`config.mk`:
```
export PLATFORM = sky130hd
export DESIGN_NAME = bram_port_req_ctrl
export DESIGN_NICKNAME = d
export VERILOG_FILES = /design/src/rtl/bram_port_req_ctrl_pkg.sv /design/src/rtl/bram_resp_fifo.sv /design/src/rtl/bram_port_req_ctrl.sv
export SDC_FILE = /design/constraint.sdc
export NUM_CORES = 1
export LEC_CHECK = 0
export BUFFER_PORTS_ARGS = -buffer_cell sky130_fd_sc_hd__buf_4
export CORE_MARGIN = 2
export CORE_UTILIZATION = 57
export DETAILED_ROUTE_END_ITERATION = 8
export PLACE_DENSITY_LB_ADDON = 0.05
export SYNTH_ARGS = -nofsm -noshare
export SYNTH_HDL_FRONTEND = slang
export SYNTH_HIERARCHICAL = 1
export SYNTH_SLANG_ARGS = --single-unit
```
`constraint.sdc`:
```
create_clock -name clk -period 5.65 [get_ports clk]
set_input_delay 0.565 -clock clk [delete_from_list [all_inputs] [get_ports clk]]
set_output_delay 0.565 -clock clk [all_outputs]
set_load 0.005 [all_outputs]
```
`src/rtl/bram_port_req_ctrl_pkg.sv`:
```
// Constants shared between the BRAM wrapper and its port request controllers.
package bram_port_req_ctrl_pkg;

  typedef enum logic {
    LOW_LATENCY      = 1'b0,
    HIGH_PERFORMANCE = 1'b1
  } perf_mode_e;

  localparam int RD_LAT_LOW_LATENCY      = 1;
  localparam int RD_LAT_HIGH_PERFORMANCE = 2;

  // BRAM read latency implied by the wrapper's performance mode.
  function automatic int rd_lat_of(perf_mode_e mode);
    return (mode == LOW_LATENCY) ? RD_LAT_LOW_LATENCY : RD_LAT_HIGH_PERFORMANCE;
  endfunction

endpackage

```
`src/rtl/bram_resp_fifo.sv`:
```
// Synchronous FIFO with wrapping MSB-extended pointers; reusable outside the BRAM front-end.
module bram_resp_fifo #(
  parameter int WIDTH = 22,
  parameter int DEPTH = 4
) (
  input  logic             clk,
  input  logic             rst,
  input  logic             push,
  input  logic [WIDTH-1:0] wdata,
  input  logic             pop,
  output logic [WIDTH-1:0] rdata,
  output logic             full,
  output logic             empty
);

  localparam int AW = $clog2(DEPTH);

  logic [AW:0]      wr_ptr;
  logic [AW:0]      rd_ptr;
  logic [WIDTH-1:0] mem [DEPTH];

  assign empty = (wr_ptr == rd_ptr);
  assign full  = (wr_ptr[AW] != rd_ptr[AW]) && (wr_ptr[AW-1:0] == rd_ptr[AW-1:0]);
  assign rdata = mem[rd_ptr[AW-1:0]];

  // NOTE: non-blocking (<=) for every flop so all registers update from pre-edge values.
  always_ff @(posedge clk) begin
    if (rst) begin
      wr_ptr <= '0;
      rd_ptr <= '0;
    end else begin
      if (push && !full)  wr_ptr <= wr_ptr + 1'b1;
      if (pop  && !empty) rd_ptr <= rd_ptr + 1'b1;
    end
  end

  // NOTE: storage is deliberately not reset; the pointers alone define which entries are live.
  always_ff @(posedge clk) begin
    if (push && !full) mem[wr_ptr[AW-1:0]] <= wdata;
  end

endmodule

```
`src/rtl/bram_port_req_ctrl.sv`:
```
// Request front-end for one BRAM port: zero-latency issue, read tracking and a credited response FIFO.
module bram_port_req_ctrl
  import bram_port_req_ctrl_pkg::*;
#(
  parameter int ADDR_W    = 10,
  parameter int DATA_W    = 18,
  parameter int TAG_W     = 4,
  parameter int RD_LAT    = rd_lat_of(HIGH_PERFORMANCE),
  parameter int BUF_DEPTH = 4
) (
  input  logic              clk,
  input  logic              rst,
  input  logic              req_val,
  output logic              req_rdy,
  input  logic              req_we,
  input  logic [ADDR_W-1:0] req_addr,
  input  logic [DATA_W-1:0] req_wdata,
  input  logic [TAG_W-1:0]  req_tag,
  output logic              resp_val,
  input  logic              resp_rdy,
  output logic [DATA_W-1:0] resp_data,
  output logic [TAG_W-1:0]  resp_tag,
  output logic              bram_en,
  output logic              bram_we,
  output logic [ADDR_W-1:0] bram_addr,
  output logic [DATA_W-1:0] bram_din,
  output logic              bram_rst,
  output logic              bram_regce,
  input  logic [DATA_W-1:0] bram_dout,
  output logic              busy
);

  localparam int CRD_W = $clog2(BUF_DEPTH + 1);

  logic [CRD_W-1:0]        crd;
  logic [CRD_W-1:0]        crd_nxt;
  logic                    accept;
  logic                    rd_accept;
  logic                    push;
  logic                    pop;
  logic                    fifo_full;
  logic                    fifo_empty;
  logic [DATA_W+TAG_W-1:0] fifo_rdata;
  logic [RD_LAT-1:0]       pipe_vld;
  logic [TAG_W-1:0]        pipe_tag [RD_LAT];

  // A credit reserves a FIFO slot for each read from issue until its response pops.
  assign req_rdy   = !rst && (crd < CRD_W'(BUF_DEPTH));
  assign accept    = req_val && req_rdy;
  assign rd_accept = accept && !req_we;

  assign bram_en    = accept;
  assign bram_we    = accept && req_we;
  assign bram_addr  = req_addr;
  assign bram_din   = req_wdata;
  assign bram_rst   = rst;
  assign bram_regce = !rst;

  assign push     = pipe_vld[RD_LAT-1];
  assign resp_val = !rst && !fifo_empty;
  assign pop      = resp_val && resp_rdy;
  assign {resp_data, resp_tag} = fifo_rdata;
  assign busy     = !rst && (crd != '0);

  // NOTE: default first so every path assigns crd_nxt and no latch is inferred.
  always_comb begin
    crd_nxt = crd;
    if (rd_accept && !pop)      crd_nxt = crd + 1'b1;
    else if (!rd_accept && pop) crd_nxt = crd - 1'b1;
  end

  always_ff @(posedge clk) begin
    if (rst) begin
      crd      <= '0;
      pipe_vld <= '0;
    end else begin
      crd         <= crd_nxt;
      pipe_vld[0] <= rd_accept;
      for (int i = 1; i < RD_LAT; i++) pipe_vld[i] <= pipe_vld[i-1];
    end
  end

  always_ff @(posedge clk) begin
    pipe_tag[0] <= req_tag;
    for (int i = 1; i < RD_LAT; i++) pipe_tag[i] <= pipe_tag[i-1];
  end

  bram_resp_fifo #(
    .WIDTH (DATA_W + TAG_W),
    .DEPTH (BUF_DEPTH)
  ) u_resp_fifo (
    .clk   (clk),
    .rst   (rst),
    .push  (push),
    .wdata ({bram_dout, pipe_tag[RD_LAT-1]}),
    .pop   (pop),
    .rdata (fifo_rdata),
    .full  (fifo_full),
    .empty (fifo_empty)
  );

  // The credit scheme guarantees a reserved slot for every returning read.
  a_no_overflow: assert property (@(posedge clk) disable iff (rst) !(push && fifo_full));

endmodule

```
# Yosys cells after proc, flatten, opt, wreduce, memory -nomap -nowiden

Memory sizes are Yosys's and may differ from the RTL's. A register that Yosys moved wholly into a read port is not among the register bits.
Cells that the tools add are included.

ROM bits: 0
Latch bits: 0
RAM bits: 96
Register bits: 11
Logic and storage cells: 40
Output and inout bits: 57
Memories kept: 2
Input bits: 55

Memories:

| memory          | words | bits a word | rd ports | clocked after Yosys merged registers in | write ports | line                     | RTL |
|---|---|---|---|---|---|---|---|
| u_resp_fifo.mem | 4     | 22          | 1        | 1                                       | 1           | bram_resp_fifo.sv:20     | `logic [WIDTH-1:0] mem [DEPTH];` |
| pipe_tag        | 2     | 4           | 2        | 0                                       | 2           | bram_port_req_ctrl.sv:45 | `logic [TAG_W-1:0] pipe_tag [RD_LAT];` |

Reduce and logical (&&, ||, !) cells: 20
Order comparisons: 1
Shift-type cells: 0
Equal/unequal tests: 3
Multipliers: 0
Mux-type cells: 6
Add/subtract/negate cells: 4
Div/mod/pow operators: 0
Bitwise logic cells: 0

Operators by type and width:

| cell                                              | count |
|---|---|
| logical AND 1 bit                                 | 12 |
| adder 3 x 1 -> 3 bit, second input constant       | 3 |
| zero test 1 bit                                   | 6 |
| 2-to-1 mux 3 bit                                  | 2 |
| 2-to-1 mux 2 bit                                  | 2 |
| == test 3 bit                                     | 1 |
| less-than comparator 3 bit, second input constant | 1 |
| nonzero test 3 bit                                | 1 |
| subtractor 3 x 1 -> 3 bit, second input constant  | 1 |
| == test 2 bit                                     | 1 |
| 2-to-1 mux 1 bit                                  | 2 |
| nonzero test 2 bit                                | 1 |
| inequality test 1 bit                             | 1 |

# Longest topological paths before layout

Gate-level depths: netlist of the first run.

Depth after elaboration: 8
Depth in mapped cells: 12
Gate-level depth less buffers: 11

# Cells and area by module

Netlist of the first run, hierarchy kept.

By module, submodules not included:

| module             | area each (µm²) | cells an instance | instances | seq. area each (µm²) |
|---|---|---|---|---|
| bram_resp_fifo     | 3742.3          | 182               | 1         | 2802.7 |
| bram_port_req_ctrl | 631.9           | 66                | 1         | 260.2 |

# Worst setup path before layout of the first run

Ideal clock, no wire load.

Kind: flip-flop to flip-flop
From: reg u_resp_fifo.wr_ptr[1]
To: reg crd[2]
Clock period less this slack: 2428 ps
Arrival time: 2359 ps
Setup slack: 3222 ps
Cell stages (with the launch flop): 13
Buffers on the path: 1
Setup time: 70 ps
Data required time: 5580 ps
Cell sequence: dfxtp_1 -> buf_6 -> xnor2_1 -> nand2_1 -> nor2_1 -> nor2_1 -> nand2_1 -> ha_1 -> inv_1 -> fa_1 -> xor2_1 -> or3_1 -> a21oi_1

Longest elaborated chain between the ends: 7
Elaborated cells between the ends (all ways): 9
Classes of those cells: eq/ne: 1; mux: 1; reduce/logical: 7

RTL lines:

| item                                                          | line                     | RTL |
|---|---|---|
| start: declaration                                            | bram_resp_fifo.sv:18     | `logic [AW:0] wr_ptr;` |
| start signal: assignment                                      | bram_resp_fifo.sv:32     | `if (push && !full) wr_ptr <= wr_ptr + 1'b1;` |
| == test 3 bit (*)                                             | bram_resp_fifo.sv:22     | `assign empty = (wr_ptr == rd_ptr);` |
| named net fifo_empty                                          | bram_port_req_ctrl.sv:42 | `logic fifo_empty;` |
| zero test 1 bit (*)                                           | bram_port_req_ctrl.sv:60 | `assign resp_val = !rst && !fifo_empty;` |
| logical AND 1 bit (*)                                         | bram_port_req_ctrl.sv:60 |  |
| named net resp_val                                            | bram_port_req_ctrl.sv:19 | `output logic resp_val,` |
| logical AND 1 bit (*)                                         | bram_port_req_ctrl.sv:61 | `assign pop = resp_val && resp_rdy;` |
| zero test 1 bit                                               | bram_port_req_ctrl.sv:68 | `if (rd_accept && !pop) crd_nxt = crd + 1'b1;` |
| logical AND 1 bit                                             | bram_port_req_ctrl.sv:68 |  |
| 2-to-1 mux 3 bit / nonzero test 2 bit (equally long branches) | n/a                      |  |
| end signal: assignment                                        | bram_port_req_ctrl.sv:77 | `crd <= crd_nxt;` |
| end: declaration                                              | bram_port_req_ctrl.sv:35 | `logic [CRD_W-1:0] crd;` |

The timed path passes the listed nets; every way through them passes the cells marked *.
A chain may end at the register's enable or synchronous reset.

# Worst setup path after layout of the first run

From: reg u_resp_fifo.rd_ptr[0]
To: reg crd[2]

Longest elaborated chain between the ends: 7
Elaborated cells between the ends (all ways): 9
Classes of those cells: eq/ne: 1; mux: 1; reduce/logical: 7

RTL lines:

| item                                                          | line                     | RTL |
|---|---|---|
| start: declaration                                            | bram_resp_fifo.sv:19     | `logic [AW:0] rd_ptr;` |
| start signal: assignment                                      | bram_resp_fifo.sv:33     | `if (pop && !empty) rd_ptr <= rd_ptr + 1'b1;` |
| == test 3 bit (*)                                             | bram_resp_fifo.sv:22     |  |
| named net fifo_empty                                          | bram_port_req_ctrl.sv:42 |  |
| zero test 1 bit (*)                                           | bram_port_req_ctrl.sv:60 |  |
| logical AND 1 bit (*)                                         | bram_port_req_ctrl.sv:60 |  |
| logical AND 1 bit (*)                                         | bram_port_req_ctrl.sv:61 |  |
| zero test 1 bit                                               | bram_port_req_ctrl.sv:68 |  |
| logical AND 1 bit                                             | bram_port_req_ctrl.sv:68 |  |
| 2-to-1 mux 3 bit / nonzero test 2 bit (equally long branches) | n/a                      |  |

Marks and branches as above.

==> impl_metrics.ini, run 1 <==
[route]
num_vias = 2093
drcViolationCount = 0
wl_per_cell_um = 17.5
drtPass1Iterations = 4
ant_nets = 0
routed_wl_um = 6700
routed_via_density = 5.46
drt-initial-drc-count = 102

[floorplanning]
std_cell_rows = 31
start_util = 0.596
dieHeight_um = 91.6
dieArea_um2 = 8380
die_w_um = 91.6
io_pins = 112
core_area_um2 = 7330

[layout]
syn_to_final_growth_pct = 11.0
final_common_cell = edfxtp_1
antenna_cells = 0
nets = 341
drive_above_1_share = 0.345
most-common-layout-cells = 88 x edfxtp_1, 58 x buf_4, 22 x mux4_2, 20 x dfxtp_1, 10 x clkbuf_8
final_cell_area_um2 = 4850
fillers = 499

[timing]
fin_worst_skew_ns = 0.00944
setup_violations = 0
min_period_over_period = 0.499
slew_violations = 0
tns_ns = 0
setup_ws_ns = 2.83
max_freq_mhz = 355
min_period_ns = 2.82
relSlewSlack = 0.262
rsz0062_at_grt = false
hold_viol_final = 0
worst_pin_slew_ns = 1.11

[setup_path]
cp-end-kind = flop
crit_fanout = 8
start_kind = flop
arrival_ns = 3.10
worstPathRequired_ns = 5.93
crit_type = reg2reg

[global_route]
grt_pass1_vias = 2163
grt_pass1_wl_um = 11000
use_met2 = 0.278
antenna_found_initial = 0
busiest_layer = met2
groute.usage.overall = 0.172
use_met1 = 0.222
grt_use_met3 = 0.0423
grt-ovfl-total = 0
grt_max_degree = 23

[clock_tree]
clkLatencyLatePin_ns = 0.35
cts_root_buffer = clkbuf_8
postCtsHoldBufs = 0
clock_sinks = 109
htree_levels = 3
cts_resized = 0
postCtsSetupBuffers = 0
cts_tree = yes
clkSlewWorstSetupHoldPaths_ns = 0.10
cts_buffers = 9
cts_buffer_depth = 2

[synthesis]
avgSynthCellArea_um2 = 17.7
synthesis.area_um2 = 4370
synth_warnings = 6
synth_cells = 247
synthesis.nets = 309

[placed_design]
postPlaceCellArea_um2 = 4670
place_ws_ns = 2.85
gp_congestion = 0.810
dp_hpwl_um = 4350
port_buffers = 55

[power_and_ir_drop]
vdd_drop_max_mv = 0.192
powerDensity_nw_per_um2 = 305
p_leak_nw = 1.67

[min_path]
min_path_type = in2reg

[run]
drv_cap = 0

[run_status]
status = complete, no violations
flip-flops by register name, indices dropped and copies added, names as in the netlist, named ones only:
| signal | cells |
|---|---|
| crd | 3 |
| pipe_tag | 8 |
| pipe_vld | 2 |
| u_resp_fifo/mem | 88 |
| u_resp_fifo/rd_ptr | 3 |
| u_resp_fifo/wr_ptr | 3 |
where the power goes:
group	switching [W]	internal [W]	leakage, nW
Clock	0.000247	0.000178	0.0920
Combinational	0.0000532	0.0000927	0.609
Sequential	0.0000295	0.000881	0.966
worst paths after layout:
kind | cells after the start | slack (ns) | startpoint | end
max | 11 | 2.83 | u_resp_fifo/rd_ptr[0] | crd[2]
min reg2reg | 0 | 0.34 | pipe_tag[0][1] | pipe_tag[0][5]
max reg2reg | 11 | 2.83 | u_resp_fifo/rd_ptr[0] | crd[2]
min | 1 | 0.31 | req_tag[2] | pipe_tag[0][2]
area by class of cell:
cell class	count	area [µm²]	area share
Tap cell	99	124	0.0255
Multi-Input combinational cell	94	1020	0.210
Inverter	7	26.3	0.00542
Clock buffer	11	141	0.0291
Timing Repair Buffer	58	435	0.0897
Clock inverter	5	42.5	0.00877
Sequential cell	109	3060	0.632
stage by stage:
step	total power (W)	instances	util	hold slack, ns
global placement	0.00108	367	0.637	0.311
detailed placement	0.00108	367	0.637	0.312
global route	0.00154	383	0.662	0.282
CTS	0.00150	383	0.662	0.289
finish	0.00148	383	0.662	0.307
floorplan	0.00102	247	-	0.310
worst max-delay path, cell delays in order, from the launching register on:
cell and delay, ns:
dfxtp_1 0.38, xnor2_1 0.63, nand2_1 0.23, nor2_1 0.15, nor2_1 0.07, nand2_1 0.09
ha_1 0.17, inv_1 0.06, fa_1 0.37, xor2_1 0.15, or3_1 0.31, a21oi_1 0.14
layer usage:
layer  wire [µm]  vias up
li1            -      985
met1        2880     1020
met2        3240       57
met3         405       31
met4         168        0
met5           0        -
Power figures use the tool's default switching activity.
==> run 2: changes to the inputs <==
--- a/config.mk
+++ b/config.mk
@@ -7,7 +7,7 @@
 export LEC_CHECK = 0
 export BUFFER_PORTS_ARGS = -buffer_cell sky130_fd_sc_hd__buf_4
 export CORE_MARGIN = 2
-export CORE_UTILIZATION = 57
+export CORE_UTILIZATION = 52
 export DETAILED_ROUTE_END_ITERATION = 8
 export PLACE_DENSITY_LB_ADDON = 0.05
 export SYNTH_ARGS = -nofsm -noshare
==> constraint.sdc (replaced) <==
create_clock -name clk -period 2.9 [get_ports clk]
set_input_delay 0.29 -clock clk [delete_from_list [all_inputs] [get_ports clk]]
set_output_delay 0.29 -clock clk [all_outputs]
set_load 0.005 [all_outputs]
==> run 2 against run 1 <==
- die area is 9.2% higher
- non-clock buffer count is 8 higher
- fmax is 17% higher
- clock skew is 0.0074 ns higher
- core utilization is 5.5 points lower
- combinational power is 120% higher
- cell count is 3.7% higher
- sequential cell count stayed put
- clock power is 120% higher
- first-iteration DRC count is 5.9% higher
- largest power group unchanged
==> impl_metrics.ini, run 2 (same netlist as run 1, synthesis figures left out) <==
[timing]
fin_worst_skew_ns = 0.0169
worst_pin_slew_ns = 0.477
rsz0062_at_grt = false
min_period_over_period = 0.830
max_freq_mhz = 415
min_period_ns = 2.41
setup_violations = 0
relSlewSlack = 0.679
slew_violations = 0
hold_viol_final = 0
tns_ns = 0

[layout]
seq_area_um2 = 3060
multiInputGateArea_um2 = 1020
fillers = 638
antenna_cells = 0
nets = 349
syn_to_final_growth_pct = 13.5
final_cell_area_um2 = 4960
drive_above_1_share = 0.360
largest_reg_flops = 88
most-common-layout-cells = 88 x edfxtp_1, 63 x buf_4, 22 x mux4_2, 20 x dfxtp_1, 9 x clkbuf_8
final_common_cell = edfxtp_1

[power_and_ir_drop]
p_seq_frac = 0.585
vdd_drop_max_mv = 0.316
switchingPower_w = 0.000675
comb_power_share = 0.108
powerDensity_nw_per_um2 = 604
p_leak_nw = 1.72
p_sw_frac = 0.225
intPower_w = 0.00232
clkPwrFrac = 0.307

[global_route]
grt_pass1_vias = 2144
groute.usage.overall = 0.166
grt_max_degree = 23
grt-ovfl-total = 0
grt_pass1_wl_um = 11200
antenna_found_initial = 0

[route]
drtPass1Iterations = 4
ant_nets = 0
num_vias = 2182
drt-initial-drc-count = 108
routed_wl_um = 7020
routed_via_density = 5.50
drcViolationCount = 0
wl_per_cell_um = 17.7

[clock_tree]
clock_sinks = 109
cts_tree = yes
cts_buffer_depth = 2
cts_buffers = 9
clkSlewWorstSetupHoldPaths_ns = 0.10
htree_levels = 3
cts_root_buffer = clkbuf_8
postCtsSetupBuffers = 0
postCtsHoldBufs = 0
clkLatencyLatePin_ns = 0.35
cts_resized = 0

[placed_design]
port_buffers = 55
gp_congestion = 0.840
postPlaceCellArea_um2 = 4730
dp_hpwl_um = 4560

[floorplanning]
dieHeight_um = 95.7
dieArea_um2 = 9150
std_cell_rows = 33
start_util = 0.535
io_pins = 112
die_w_um = 95.7
core_area_um2 = 8180

[setup_path]
crit_fanout = 9
crit_type = reg2reg
cp-end-kind = flop
start_kind = flop
arrival_ns = 2.70
worstPathRequired_ns = 3.19

[min_path]
min_path_type = in2reg

[run]
drv_cap = 0

[run_status]
status = complete, no violations
-- run 2: cell count changes in the layout (fill, tap and decap cells not counted) --
cell           change
inv_4              -1
clkbuf_8           -1
dlygate4sd3_1      +2
clkbuf_1           -1
clkinv_2           +1
buf_12             +1
bufinv_16          +1
clkinvlp_4         -1
buf_4              +5
inv_6              +2
-- run 2: routing by layer --
metal  GRT usage  vias to the layer above  part of all wire
li1            -                     1003                 -
met1       0.232                     1099              0.46
met2       0.256                       62              0.48
met3      0.0482                       18             0.050
met4      0.0488                        0             0.014
met5           0                        -                 0
-- run 2: path summary, 6_finish.rpt --
check,slack [ns],depth (start not counted),endpoint,start
hold reg to reg,0.34,0,pipe_tag[0][4],pipe_tag[0][0]
setup reg to reg,0.49,11,crd[2],u_resp_fifo/wr_ptr[1]
hold / removal,0.03,1,pipe_tag[0][1],req_tag[1]
setup / recovery,0.49,11,crd[2],u_resp_fifo/wr_ptr[1]
-- run 2: power by group through the flow --
| stage | sequential, W | combinational [W] | clock [W] |
|---|---|---|---|
| 2_1_floorplan | 0.00177 | 0.000226 | 0 |
| 6_report | 0.00175 | 0.000324 | 0.000920 |
| 3_3_place_gp | 0.00179 | 0.000324 | 0 |
| 3_5_place_dp | 0.00179 | 0.000326 | 0 |
| 4_1_cts | 0.00175 | 0.000327 | 0.000950 |
| 5_1_grt | 0.00176 | 0.000357 | 0.00101 |
-- run 2: area by class of cell --
| type | instances | share of cell area |
|---|---|---|
| Clock buffer | 9 | 0.0250 |
| Inverter | 7 | 0.00530 |
| Clock inverter | 7 | 0.0164 |
| Multi-Input combinational cell | 94 | 0.205 |
| Tap cell | 105 | 0.0265 |
| Sequential cell | 109 | 0.618 |
| Timing Repair Buffer | 66 | 0.103 |
-- run 2: critical path, stage by stage (launching register included) --
cell and delay (ns):
dfxtp_1 0.53, xnor2_1 0.19, nand2_1 0.14, nor2_1 0.13, nor2_1 0.07, nand2_1 0.09, ha_1 0.18, inv_1 0.06
fa_1 0.37, xor2_1 0.16, or3_1 0.31, a21oi_1 0.14
-- run 2: stage by stage --
step | hold slack, ns | instances | worst slack, ns | utilization | total power, W
after floorplan | 0.310 | 247 | 0.491 | - | 0.00200
after global placement | 0.312 | 379 | 0.562 | 0.579 | 0.00211
after detailed placement | 0.314 | 379 | 0.536 | 0.579 | 0.00211
after CTS | 0.00906 | 395 | 0.507 | 0.604 | 0.00303
after global routing | 0.00138 | 397 | 0.306 | 0.607 | 0.00312
final | 0.0299 | 397 | 0.492 | 0.607 | 0.00299
